===== config.mk =====
export PLATFORM = sky130hd
export DESIGN_NAME = autosym_expander
export DESIGN_NICKNAME = d
export VERILOG_FILES = /design/src/rtl/autosym_expander.sv
export SDC_FILE = /design/constraint.sdc
export NUM_CORES = 1
export LEC_CHECK = 0
export ABC_AREA = 1
export BUFFER_PORTS_ARGS = -buffer_cell sky130_fd_sc_hd__buf_2
export CORE_UTILIZATION = 35
export CTS_CLUSTER_SIZE = 20
export DETAILED_ROUTE_END_ITERATION = 10
export SLEW_MARGIN = 20
export SYNTH_ARGS = -nofsm -noshare
export SYNTH_HDL_FRONTEND = slang
export SYNTH_SLANG_ARGS = --single-unit

===== constraint.sdc =====
create_clock -name clk -period 15.5 [get_ports clk]
set_input_delay 0 -clock clk [delete_from_list [all_inputs] [get_ports clk]]
set_output_delay 0 -clock clk [all_outputs]
set_load 0.02 [all_outputs]

===== src/rtl/autosym_expander.sv =====
// Autosymmetric expander: evaluates f(x) = f_red(A*x) over GF(2) through a
// two-stage valid/ready pipeline. The matrix A and the f_red truth table are loaded while in CFG.
module autosym_expander #(
    parameter int unsigned N_IN  = 15,
    parameter int unsigned K_RED = 8,
    parameter int unsigned CNT_W = 16
) (
    input  logic             clk,
    input  logic             rst,
    input  logic             cfg_we,
    input  logic             cfg_sel,
    input  logic [K_RED-1:0] cfg_addr,
    input  logic [N_IN-1:0]  cfg_data,
    input  logic             cfg_done,
    input  logic             cfg_start,
    output logic             cfg_err,
    input  logic             in_valid,
    output logic             in_ready,
    input  logic [N_IN-1:0]  in_x,
    output logic             out_valid,
    input  logic             out_ready,
    output logic             out_f,
    output logic [K_RED-1:0] out_idx,
    output logic [CNT_W-1:0] eval_count,
    output logic [1:0]       state_o
);

    localparam int unsigned TT_N  = 1 << K_RED;
    localparam int unsigned ROW_W = (K_RED > 1) ? $clog2(K_RED) : 1;

    typedef enum logic [1:0] {
        ST_CFG   = 2'b00,
        ST_RUN   = 2'b01,
        ST_DRAIN = 2'b10
    } state_e;

    state_e            state_q, state_d;
    logic [N_IN-1:0]   mat_q [K_RED];
    logic [TT_N-1:0]   tt_q;
    logic              s1_valid_q, s2_valid_q;
    logic [K_RED-1:0]  s1_idx_q, s1_idx_d;
    logic              out_f_q;
    logic [K_RED-1:0]  out_idx_q;
    logic [CNT_W-1:0]  cnt_q;
    logic              cfg_err_q;
    logic              accept, s1_advance, row_ok, wr_ok, wr_bad;

    assign row_ok     = cfg_addr < K_RED'(K_RED);
    assign wr_ok      = cfg_we && (state_q == ST_CFG) && (cfg_sel || row_ok);
    assign wr_bad     = cfg_we && !wr_ok;
    assign s1_advance = s1_valid_q && (!s2_valid_q || out_ready);
    assign in_ready   = (state_q == ST_RUN) && (!s1_valid_q || s1_advance);
    assign accept     = in_valid && in_ready;

    // Mode FSM; DRAIN waits for both pipeline stages to empty.
    always_comb begin
        state_d = state_q;
        case (state_q)
            ST_CFG:   if (cfg_done) state_d = ST_RUN;
            ST_RUN:   if (cfg_start) state_d = ST_DRAIN;
            ST_DRAIN: if (!s1_valid_q && !s2_valid_q) state_d = ST_CFG;
            default:  state_d = ST_CFG;
        endcase
    end

    // Reduced address: each bit is the parity of the input masked by one matrix row.
    always_comb begin
        s1_idx_d = '0;
        for (int j = 0; j < K_RED; j++) begin
            s1_idx_d[j] = ^(in_x & mat_q[j]);
        end
    end

    always_ff @(posedge clk or posedge rst) begin
        if (rst) begin
            state_q   <= ST_CFG;
            cfg_err_q <= 1'b0;
        end else begin
            state_q   <= state_d;
            cfg_err_q <= wr_bad;
        end
    end

    always_ff @(posedge clk or posedge rst) begin
        if (rst) begin
            for (int j = 0; j < K_RED; j++) begin
                mat_q[j] <= '0;
            end
            tt_q <= '0;
        end else if (wr_ok) begin
            if (cfg_sel) begin
                tt_q[cfg_addr] <= cfg_data[0];
            end else begin
                mat_q[cfg_addr[ROW_W-1:0]] <= cfg_data;
            end
        end
    end

    // Stage 2 only loads when it is empty or its current result is being taken.
    always_ff @(posedge clk or posedge rst) begin
        if (rst) begin
            s1_valid_q <= 1'b0;
            s1_idx_q   <= '0;
            s2_valid_q <= 1'b0;
            out_f_q    <= 1'b0;
            out_idx_q  <= '0;
        end else begin
            if (accept) begin
                s1_valid_q <= 1'b1;
                s1_idx_q   <= s1_idx_d;
            end else if (s1_advance) begin
                s1_valid_q <= 1'b0;
            end
            if (s1_advance) begin
                s2_valid_q <= 1'b1;
                out_f_q    <= tt_q[s1_idx_q];
                out_idx_q  <= s1_idx_q;
            end else if (out_ready) begin
                s2_valid_q <= 1'b0;
            end
        end
    end

    always_ff @(posedge clk or posedge rst) begin
        if (rst) begin
            cnt_q <= '0;
        end else if (s2_valid_q && out_ready && (cnt_q != '1)) begin
            cnt_q <= cnt_q + CNT_W'(1);
        end
    end

    assign cfg_err    = cfg_err_q;
    assign out_valid  = s2_valid_q;
    assign out_f      = out_f_q;
    assign out_idx    = out_idx_q;
    assign eval_count = cnt_q;
    assign state_o    = state_q;

endmodule


==> results of run 1 <==
[sequential cells by signal (all words and copies together) (netlist names)]
name	count
tt_q	256
mat_q	120
eval_count	16
out_idx	8
s1_idx_q	8
state_o	2
cfg_err	1
out_f	1
out_valid	1
s1_valid_q	1
[metrics by stage]
stage / area [µm²] / utilization / total power, W / worst slack [ps] / std cells
finish: 22590 / 0.4007 / 0.002918 / 12210 / 3220
global route: 22590 / 0.4007 / 0.003052 / 12070 / 3220
CTS: 22580 / 0.4004 / 0.002935 / 12190 / 3220
detailed placement: 20890 / 0.3705 / 0.001844 / 12380 / 3117
global placement: 20890 / 0.3705 / 0.001834 / 12410 / 3117
floorplan: 20010 / - / 0.001633 / 3979 / 2443
[cell type report]
type / instances / share of cell area
repair buffers: 136 / 0.03965
inverters: 71 / 0.01257
flip-flops and latches: 414 / 0.4588
clock inverters: 14 / 0.006037
well taps: 756 / 0.04187
clock buffers: 67 / 0.05893
multi-input cells: 1762 / 0.3821
[metal layers]
| layer | track usage | part of all wire | up-vias |
|---|---|---|---|
| met5 | 0 | 0.00074 | - |
| met4 | 0.07192 | 0.029 | 8 |
| met3 | 0.03855 | 0.065 | 111 |
| met2 | 0.3291 | 0.46 | 570 |
| met1 | 0.2753 | 0.45 | 8302 |
| li1 | - | - | 8189 |
[cell usage after synthesis (all sizes together), types with 28 or more instances]
cell    number  area [µm²]
buf         63       286.5
clkbuf     133       499.2
nand2      585        2198
a21oi      255        1276
inv         66       247.7
a31oi      181        1132
o21ai      137       685.7
dfrtp      414       10360
nand3      259        1296
xnor2       99       867.1
xor2        28       245.2
nor2       195       739.5
[critical path: stages, from the launching register on]
cell and delay (ps):
dfrtp_1 440, nor3_2 230, nand2_2 220, inv_1 260
nand3_1 880, nor3_1 400, dlygate4sd3_1 610, a21oi_1 70
[timing repair]
action                    in CTS  in global routing
resized for setup              0                  0
hold endpoints to repair     239                  0
hold buffers                  22                  0
[path summary, 6_finish.rpt]
kind,endpoint,slack (ps),start
worst max-delay path,tt_q[246],12210,state_o[1]
worst min-delay path,s1_valid_q,40,in_valid
worst max register to register,tt_q[246],12210,state_o[1]
worst min register to register,mat_q[88],480,mat_q[88]
max in group asynchronous,tt_q[246],13820,rst
min in group asynchronous,tt_q[125],130,rst
[cells by family (layout without fill, tap and decap cells)]
kind of cell / after synthesis / after routing
AND/OR/NAND/NOR: 1059 / 1059
AO/OA/AOI/OAI: 575 / 575
flip-flops: 414 / 414
buffers and inverters: 267 / 288
XOR/XNOR: 127 / 127
adder cells (fa/ha/maj): 1 / 1
[layout by cell type, fill, tap and decap left out, types with 5 or more instances in the layout]
master | netlist | final
nand3_1 | 259 | 259
xor2_1 | 28 | 28
a21oi_1 | 255 | 255
clkbuf_1 | 133 | 12
a31oi_1 | 181 | 181
clkinv_2 | 0 | 7
nand2_1 | 584 | 584
buf_2 | 40 | 75
clkbuf_8 | 0 | 8
buf_4 | 0 | 37
o21ai_0 | 137 | 137
nor3_1 | 13 | 13
dlygate4sd3_1 | 0 | 22
nor2_2 | 0 | 10
dfrtp_1 | 414 | 412
xnor2_1 | 99 | 99
nor2_1 | 194 | 183
clkinv_1 | 5 | 5
inv_1 | 65 | 61
clkbuf_16 | 0 | 47
[power breakdown]
group / switching (W) / total, W / internal (W)
sequential: 0.0000815 / 0.00123 / 0.00115
clock: 0.000451 / 0.00108 / 0.000628
combinational: 0.000435 / 0.000607 / 0.000172
==> reports/results.ini, run 1 <==
[outcome]
status=complete, no violations

[timing]
timing.setup.tns_ps=0
rsz0062_at_grt=no
fin_crit_ps=3287
slew_violations=0
tightest_slew_ps=1195
period_share=0.2121
fin_skew_ps=16.84
fmax_mhz=304.2
report.final.hold_viol_count=0
hold_ws_ps=42.12
final-setup-viol-count=0
slew_headroom=0.2008

[worst_setup_path]
start_kind=register
crit_type=reg -> reg
end_kind=register
cp.arrival_ps=3700
required_ps=15920
reg2reg_depth=7
crit_path_max_fanout=16

[cts]
clk_pin_slew_ps=60
cts_root_buf=clkbuf_16
h-tree-depth=2
cts_sinks=414
cts_inserted_buffers=46
cts_tree=built
clk_path_buf_depth=3
cts_setup_buffers=0
worstSkewPairLatency_ps=590

[place]
io_buffer_count=75
hpwlAfterDp_mm=34.51
gp_congestion=0.8431

[global_routing]
grt.overflow.total=0
grt_max_degree=157
antenna_found_initial=4
grt_use_total=0.2047
first_global_vias=16390
grt_pass1_wl_mm=92.92

[worst_hold_path]
hold_class=in -> reg
whs_path_depth=3

[detailed_routing]
wl_per_cell_um=18.11
final_antenna_net_count=0
drcViolationCount=0
routed_wl_mm=58.31
dr.pass1.iters=6
first_iter_violations=1883
vias=17180
via_per_inst=5.335

[yosys]
syn_inst=2443
syn_nets=2490
synthAdderAreaFrac=0.0006254
synth_warnings=0
yosysSeqAreaShare=0.5178
syn_area_um2=20010
synthMuxAreaShare=0
synth_compound_area_frac=0.1554
synth.distinct_cells=26
synth-simple-area-share=0.2179
synth_xor_area_frac=0.05560
avgSynthCellArea_um2=8.189
synth_top_family_by_area=simple AND/OR/NAND/NOR gates
synthFlopType=dfrtp_1
ys_async_sr_fraction=1.000
synth_seq_cells=414
synth_enable_flop_cells=0

[floorplan]
die_w_um=241.1
placement_rows=87
start_util=0.3548
die_h_um=241.1
io_pins=76
die-area_um2=58120
core_area_um2=56390

[pwr]
ir_worst_vdd_mv=0.08555
power_leakage_nw=9.777
power_density_nw_per_um2=129.1

[finish]
nNetsFinal=2478
multi_input_area_um2=8633
drive_above_1_share=0.08360
fillers=5755
area_growth_pct=12.92
antenna_cells=0
seqCellArea_um2=10360

[job]
drv_cap=0

(Power assumes the default switching activity.)
==> run 2: changes to the inputs <==
Settings changed: ABC_AREA 1 to 0.
Clock period 15.5 ns to 3.4 ns, I/O delays scaled along.
==> run 2 against run 1 <==
Utilization increased by 0.93 points; final cell count decreased by 19%; clock-buffer cell count increased by 3; first-iteration DRC count decreased by 52%; largest cell class unchanged; largest power group unchanged; highest routed layer unchanged.
==> reports/results.ini, run 2 <==
[yosys]
yosysSeqAreaShare=0.5044  ; was 0.5178
yosys-top-cells-count=414 x dfrtp_1, 365 x mux2_2, 291 x nand2_1  ; was 584 x nand2_1, 414 x dfrtp_1, 259 x nand3_1
synth_xor_area_frac=0.05416  ; was 0.05560
syn_inst=1730  ; was 2443
synth_area_leaders=dfrtp_1 50%, mux2_2 20%, mux4_2 6.0%  ; was dfrtp_1 52%, nand2_1 11%, nand3_1 6.5%
netlist.area_leader.share=0.5044  ; was 0.5178
synth_enable_flop_cells=0  ; unchanged
synthAdderAreaFrac=0.0006092  ; was 0.0006254
synthFlopType=dfrtp_1  ; unchanged
synth_warnings=0  ; unchanged
synth-simple-area-share=0.1130  ; was 0.2179
synth_most_common_cell=dfrtp_1  ; was nand2_1
synth_top_family_by_area=multiplexers  ; was simple AND/OR/NAND/NOR gates
syn_area_um2=20540  ; was 20010 µm²
synth_compound_area_frac=0.01980  ; was 0.1554
ys_async_sr_fraction=1.000  ; unchanged
avgSynthCellArea_um2=11.87  ; was 8.189 µm²
synth_top_area_cell=dfrtp_1  ; unchanged
synthMuxAreaShare=0.2840  ; was 0
synth_seq_cells=414  ; unchanged
syn_nets=1777  ; was 2490
synth.distinct_cells=54  ; was 26

[timing]
fin_crit_ps=2802  ; was 3287 ps
rsz0062_at_grt=no  ; unchanged
final-setup-viol-count=0  ; unchanged
report.final.hold_viol_count=0  ; unchanged
fin_skew_ps=17.82  ; was 16.84 ps
period_share=0.8242  ; was 0.2121
hold_ws_ps=58.90  ; was 42.12 ps
slew_headroom=0.3162  ; was 0.2008
tightest_slew_ps=1018  ; was 1195 ps
slew_violations=0  ; unchanged
worst_slack_ps=597.7  ; was 12210 ps
fmax_mhz=356.8  ; was 304.2 MHz

[global_routing]
grt_max_degree=119  ; was 157
grt.overflow.total=0  ; unchanged
first_global_vias=13910  ; was 16390
grt_pass1_wl_mm=81.81  ; was 92.92 mm
grt_use_total=0.1747  ; was 0.2047
antenna_found_initial=5  ; was 4

[detailed_routing]
vias=13390  ; was 17180
via_per_inst=5.116  ; was 5.335
wl_per_cell_um=19.59  ; was 18.11 µm
routed_wl_mm=51.28  ; was 58.31 mm
drcViolationCount=0  ; unchanged
dr.pass1.iters=5  ; was 6
final_antenna_net_count=0  ; unchanged
first_iter_violations=905  ; was 1883

[floorplan]
start_util=0.3553  ; was 0.3548
placement_rows=88  ; was 87
die-area_um2=59650  ; was 58120 µm²
io_pins=76  ; unchanged
core_area_um2=57810  ; was 56390 µm²
die_w_um=244.2  ; was 241.1 µm
die_h_um=244.2  ; was 241.1 µm

[place]
gp_congestion=0.8121  ; was 0.8431
io_buffer_count=75  ; unchanged
dp.cells=2508  ; was 3117
hpwlAfterDp_mm=33.19  ; was 34.51 mm
post-place-ws_ps=583.5  ; was 12380 ps

[finish]
final_common_cell=dfrtp_1  ; was nand2_1
area_growth_pct=15.38  ; was 12.92%
final_cell_mix=412 x dfrtp_1, 365 x mux2_2, 291 x nand2_1  ; was 584 x nand2_1, 412 x dfrtp_1, 259 x nand3_1
finalNonFillerCells=2618  ; was 3220
drive_above_1_share=0.3413  ; was 0.08360
fillers=5465  ; was 5755
largest-register=tt_q  ; unchanged
largest_reg_flops=256  ; unchanged
nNetsFinal=1860  ; was 2478

[outcome]
status=complete, no violations  ; unchanged

[worst_setup_path]
crit_chain=buf_4 > mux4_2 > a2111oi_0 > o2bb2ai_1 > or4_1 > a211oi_1 > or3_1  ; was nor3_2 > nand2_2 > inv_1 > nand3_1 > nor3_1 > dlygate4sd3_1 > a21oi_1
r2r_start=s1_idx_q[0]  ; was state_o[1]
cp-startpoint=s1_idx_q[0]  ; was state_o[1]
crit_path_max_fanout=11  ; was 16
required_ps=3870  ; was 15920 ps
crit_path_top_delay_cell=dfrtp_4  ; was nand3_1
cpPeakStageDelay_ps=520  ; was 880 ps
end_kind=register  ; unchanged
start_kind=register  ; unchanged
cp.arrival_ps=3270  ; was 3700 ps
crit_type=reg -> reg  ; unchanged

[cts]
clk_pin_slew_ps=60  ; about the same
clk_path_buf_depth=3  ; unchanged
cts_resized=0  ; unchanged
worstSkewPairLatency_ps=590  ; about the same
h-tree-depth=2  ; unchanged
cts_root_buf=clkbuf_16  ; unchanged
cts_tree=built  ; unchanged
cts_inserted_buffers=47  ; was 46
cts_sinks=414  ; unchanged

[pwr]
finalPower_w=0.01288  ; was 0.002918 W
power_density_nw_per_um2=543.4  ; was 129.1 nW/µm²
ir_worst_vdd_mv=0.3467  ; was 0.08555 mV
power_leakage_nw=10.52  ; was 9.777 nW

[worst_hold_path]
hold_class=in -> reg  ; unchanged
min-delay-start=in_valid  ; unchanged

[job]
drv_cap=0  ; unchanged

==> run 2: path summary, 6_finish.rpt <==
kind                                     to  slack [ps]  cells after the start
worst max-delay path                  out_f         600                      7
max in group asynchronous       s1_idx_q[0]        2210                      4
worst min register to register   out_idx[6]         480                      2
worst min-delay path             s1_valid_q          60                      3
worst max register to register        out_f         600                      7
min in group asynchronous         tt_q[147]         130                      3
==> run 2: area by class of cell <==
cell class,count,area (µm²),area share
Antenna cell,1,2.502,0.0001056
Clock buffer,70,1353,0.05708
Clock inverter,18,259.0,0.01093
Inverter,5,22.52,0.0009504
Multi-Input combinational cell,1203,9698,0.4093
Sequential cell,414,10370,0.4375
Tap cell,765,957.2,0.04039
Timing Repair Buffer,142,1037,0.04377
==> run 2: power by group <==
part / internal (W) / switching (W)
combinational: 0.000852 / 0.00130
sequential: 0.00517 / 0.000286
clock: 0.00316 / 0.00211
==> run 2: what timing repair did <==
action	in CTS	in global routing
hold buffers	21	0
endpoints found under the setup margin	0	0
setup buffers	0	0
hold endpoints to repair	148	0
==> run 2: worst max-delay path: cells and delay by family, from the launching register on <==
family,cells,cell delay (ps)
AO/OA/AOI/OAI,3,770
buffers and inverters,1,280
flip-flops,1,520
multiplexers,1,520
AND/OR/NAND/NOR,2,590
==> run 2: layer usage <==
metal / GRT usage / vias up / wire (µm) / share of wire
li1: - / 6143 / - / -
met1: 0.2382 / 6897 / 23290 / 0.45
met2: 0.2835 / 254 / 24570 / 0.48
met3: 0.02985 / 91 / 2059 / 0.040
met4: 0.05276 / 8 / 1309 / 0.026
met5: 0 / - / 58 / 0.0011
==> run 2: logic make-up (layout without fill, tap and decap cells) <==
kind of cell	after synthesis	count (layout)
and+or+nand+nor	551	551
adders and majority gates	1	1
DFF	414	414
buffers and inverters	113	235
xor gates and xnor gates	127	127
AOI/OAI and AO/OA	58	58
other	0	1
muxes	466	466
==> run 2: metrics by stage <==
stage | util | area, µm² | setup TNS (ps)
after floorplan | - | 20540 | -903180
after global placement | 0.3783 | 21870 | 0
after detailed placement | 0.3783 | 21870 | 0
after CTS | 0.4098 | 23690 | 0
after global routing | 0.4099 | 23700 | 0
final | 0.4099 | 23700 | 0
==> run 3: changes to the inputs <==
Clock period 3.4 ns to 2.8 ns, I/O delays scaled along.
==> run 3 against run 2 <==
Cell area grew 1.5%; wire length is 4.0% higher; clock power is 32% higher; via count grew 1.9%; worst hold slack improved by 12 ps; critical path depth increased by 1; clock skew is 3.2 ps higher; highest routed layer unchanged.
==> reports/results.ini, run 3 (synthesized netlist as in run 2, its figures left out) <==
[outcome]
status=complete, no violations  ; unchanged

[worst_setup_path]
crit_type=reg -> reg  ; unchanged
crit_family=compound AO/OA/AOI/OAI gates  ; unchanged
cp.arrival_ps=3080  ; was 3270 ps
start_kind=register  ; unchanged
critPathBufInv=1  ; unchanged
crit_chain=buf_4 > mux2i_1 > o221ai_1 > o22ai_1 > nor2_1 > o31ai_1 > a211oi_1 > or3_1  ; was buf_4 > mux4_2 > a2111oi_0 > o2bb2ai_1 > or4_1 > a211oi_1 > or3_1
cpPeakStageDelay_ps=670  ; was 520 ps
required_ps=3270  ; was 3870 ps
crit_path_top_delay_cell=dfrtp_4  ; unchanged
end_kind=register  ; unchanged
crit_path_max_fanout=16  ; was 11

[place]
gp_congestion=0.8360  ; was 0.8121
dp.cells=2532  ; was 2508
hpwlAfterDp_mm=35.61  ; was 33.19 mm
io_buffer_count=75  ; unchanged

[detailed_routing]
routed_wl_mm=53.32  ; was 51.28 mm
via_per_inst=5.166  ; was 5.116
first_iter_violations=982  ; was 905
dr.pass1.iters=5  ; unchanged
final_antenna_net_count=0  ; unchanged
wl_per_cell_um=20.17  ; was 19.59 µm
vias=13650  ; was 13390
drcViolationCount=0  ; unchanged

[cts]
worstSkewPairLatency_ps=600  ; was 590 ps
cts_inserted_buffers=47  ; unchanged
cts_setup_buffers=0  ; unchanged
clk_path_buf_depth=3  ; unchanged
clk_pin_slew_ps=60  ; about the same
cts_tree=built  ; unchanged
cts_root_buf=clkbuf_16  ; unchanged
h-tree-depth=2  ; unchanged
cts_resized=0  ; unchanged
cts_hold_buf=22  ; was 21
cts_sinks=414  ; unchanged

[pwr]
p_comb_frac=0.163  ; was 0.168
power_leakage_nw=10.71  ; was 10.52 nW
internal_power_w=0.01169  ; was 0.009175 W
ir_worst_vdd_mv=0.5305  ; was 0.3467 mV
switching_share=0.2806  ; was 0.2874
power_density_nw_per_um2=675.8  ; was 543.4 nW/µm²
power_frac_clock=0.429  ; was 0.409
power_switching_w=0.004561  ; was 0.003700 W
p_seq_frac=0.408  ; was 0.423

[global_routing]
grt_use_total=0.1815  ; was 0.1747
first_global_vias=14480  ; was 13910
grt_max_degree=93  ; was 119
antenna_found_initial=4  ; was 5
grt_pass1_wl_mm=85.15  ; was 81.81 mm
grt.overflow.total=0  ; unchanged

[timing]
slew_headroom=0.2987  ; was 0.3162
hold_ws_ps=71.28  ; was 58.90 ps
fin_crit_ps=2612  ; was 2802 ps
slew_violations=0  ; unchanged
final-setup-viol-count=0  ; unchanged
tightest_slew_ps=1044  ; was 1018 ps
fmax_mhz=382.8  ; was 356.8 MHz
rsz0062_at_grt=no  ; unchanged
report.final.hold_viol_count=0  ; unchanged
fin_skew_ps=21.06  ; was 17.82 ps
period_share=0.9330  ; was 0.8242

[floorplan]
die-area_um2=59650  ; unchanged
die_w_um=244.2  ; unchanged
io_pins=76  ; unchanged
core_area_um2=57810  ; unchanged
start_util=0.3553  ; unchanged
die_h_um=244.2  ; unchanged
placement_rows=88  ; unchanged

[finish]
finalNonFillerCells=2643  ; was 2618
largest_reg_flops=256  ; unchanged
nNetsFinal=1885  ; was 1860
final_cell_mix=412 x dfrtp_1, 365 x mux2_2, 291 x nand2_1  ; unchanged
utilization=0.4160  ; was 0.4099
area_growth_pct=17.10  ; was 15.38%
drive_above_1_share=0.3522  ; was 0.3413
largest-register=tt_q  ; unchanged
final_common_cell=dfrtp_1  ; unchanged

[job]
drv_cap=0  ; unchanged

[worst_hold_path]
hold_class=in -> reg  ; unchanged

run 3: cell count changes in the layout (fill, tap and decap cells not counted):
cell	change
clkbuf_8	-1
buf_12	+1
clkinvlp_4	+1
bufinv_16	+6
clkinv_8	+2
dlygate4sd3_1	+1
nor4_2	-1
buf_4	+23
nor4_1	+1
clkbuf_1	-6
inv_16	-1
clkinv_4	-1
run 3: final timing paths:
kind	start	endpoint	cells after the start	slack, ps
hold reg to reg	mat_q[77]	mat_q[77]	1	490
min in group asynchronous	rst	s1_idx_q[1]	3	100
setup / recovery	s1_idx_q[0]	out_f	8	190
max in group asynchronous	rst	tt_q[45]	4	1780
setup reg to reg	s1_idx_q[0]	out_f	8	190
hold / removal	in_valid	s1_valid_q	3	70
run 3: area by class of cell:
class	count	area, µm²
Clock inverter	25	450.4
Antenna cell	1	2.502
Sequential cell	414	10370
Tap cell	765	957.2
Timing Repair Buffer	167	1240
Multi-Input combinational cell	1203	9692
Inverter	5	22.52
Clock buffer	63	1316
Fill cell	5421	33760
run 3: power groups by stage:
stage	Sequential [W]	Clock, W	Combinational, W
global route	0.00668	0.00736	0.00284
finish	0.00664	0.00697	0.00264
CTS	0.00664	0.00714	0.00267
detailed placement	0.00675	0	0.00263
global placement	0.00673	0	0.00259
floorplan	0.00666	0	0.00170
run 3: per-layer routing:
metal,global-route usage,up-vias,routed length (µm)
li1,-,6178,-
met1,0.2415,7122,23740
met2,0.3053,267,26030
met3,0.03216,78,2468
met4,0.04522,8,1037
met5,0,-,49
run 3: stage by stage:
step	power, W	cell area (µm²)	worst slack [ps]	TNS (ps)
CTS	0.01644	24050	137.7	0
floorplan	0.008362	20540	-2782	-1151580
detailed placement	0.009374	22060	161.6	0
global route	0.01688	24050	1.227	0
global placement	0.009320	22060	183.8	0
finish	0.01625	24050	187.5	0
run 3: worst register-to-register path: cells and delay by family (launching register included):
kind,cells,cell delay (ps)
buffers and inverters,1,320
DFF,1,670
AOI/OAI and AO/OA,4,800
and+or+nand+nor,2,460
muxes,1,240
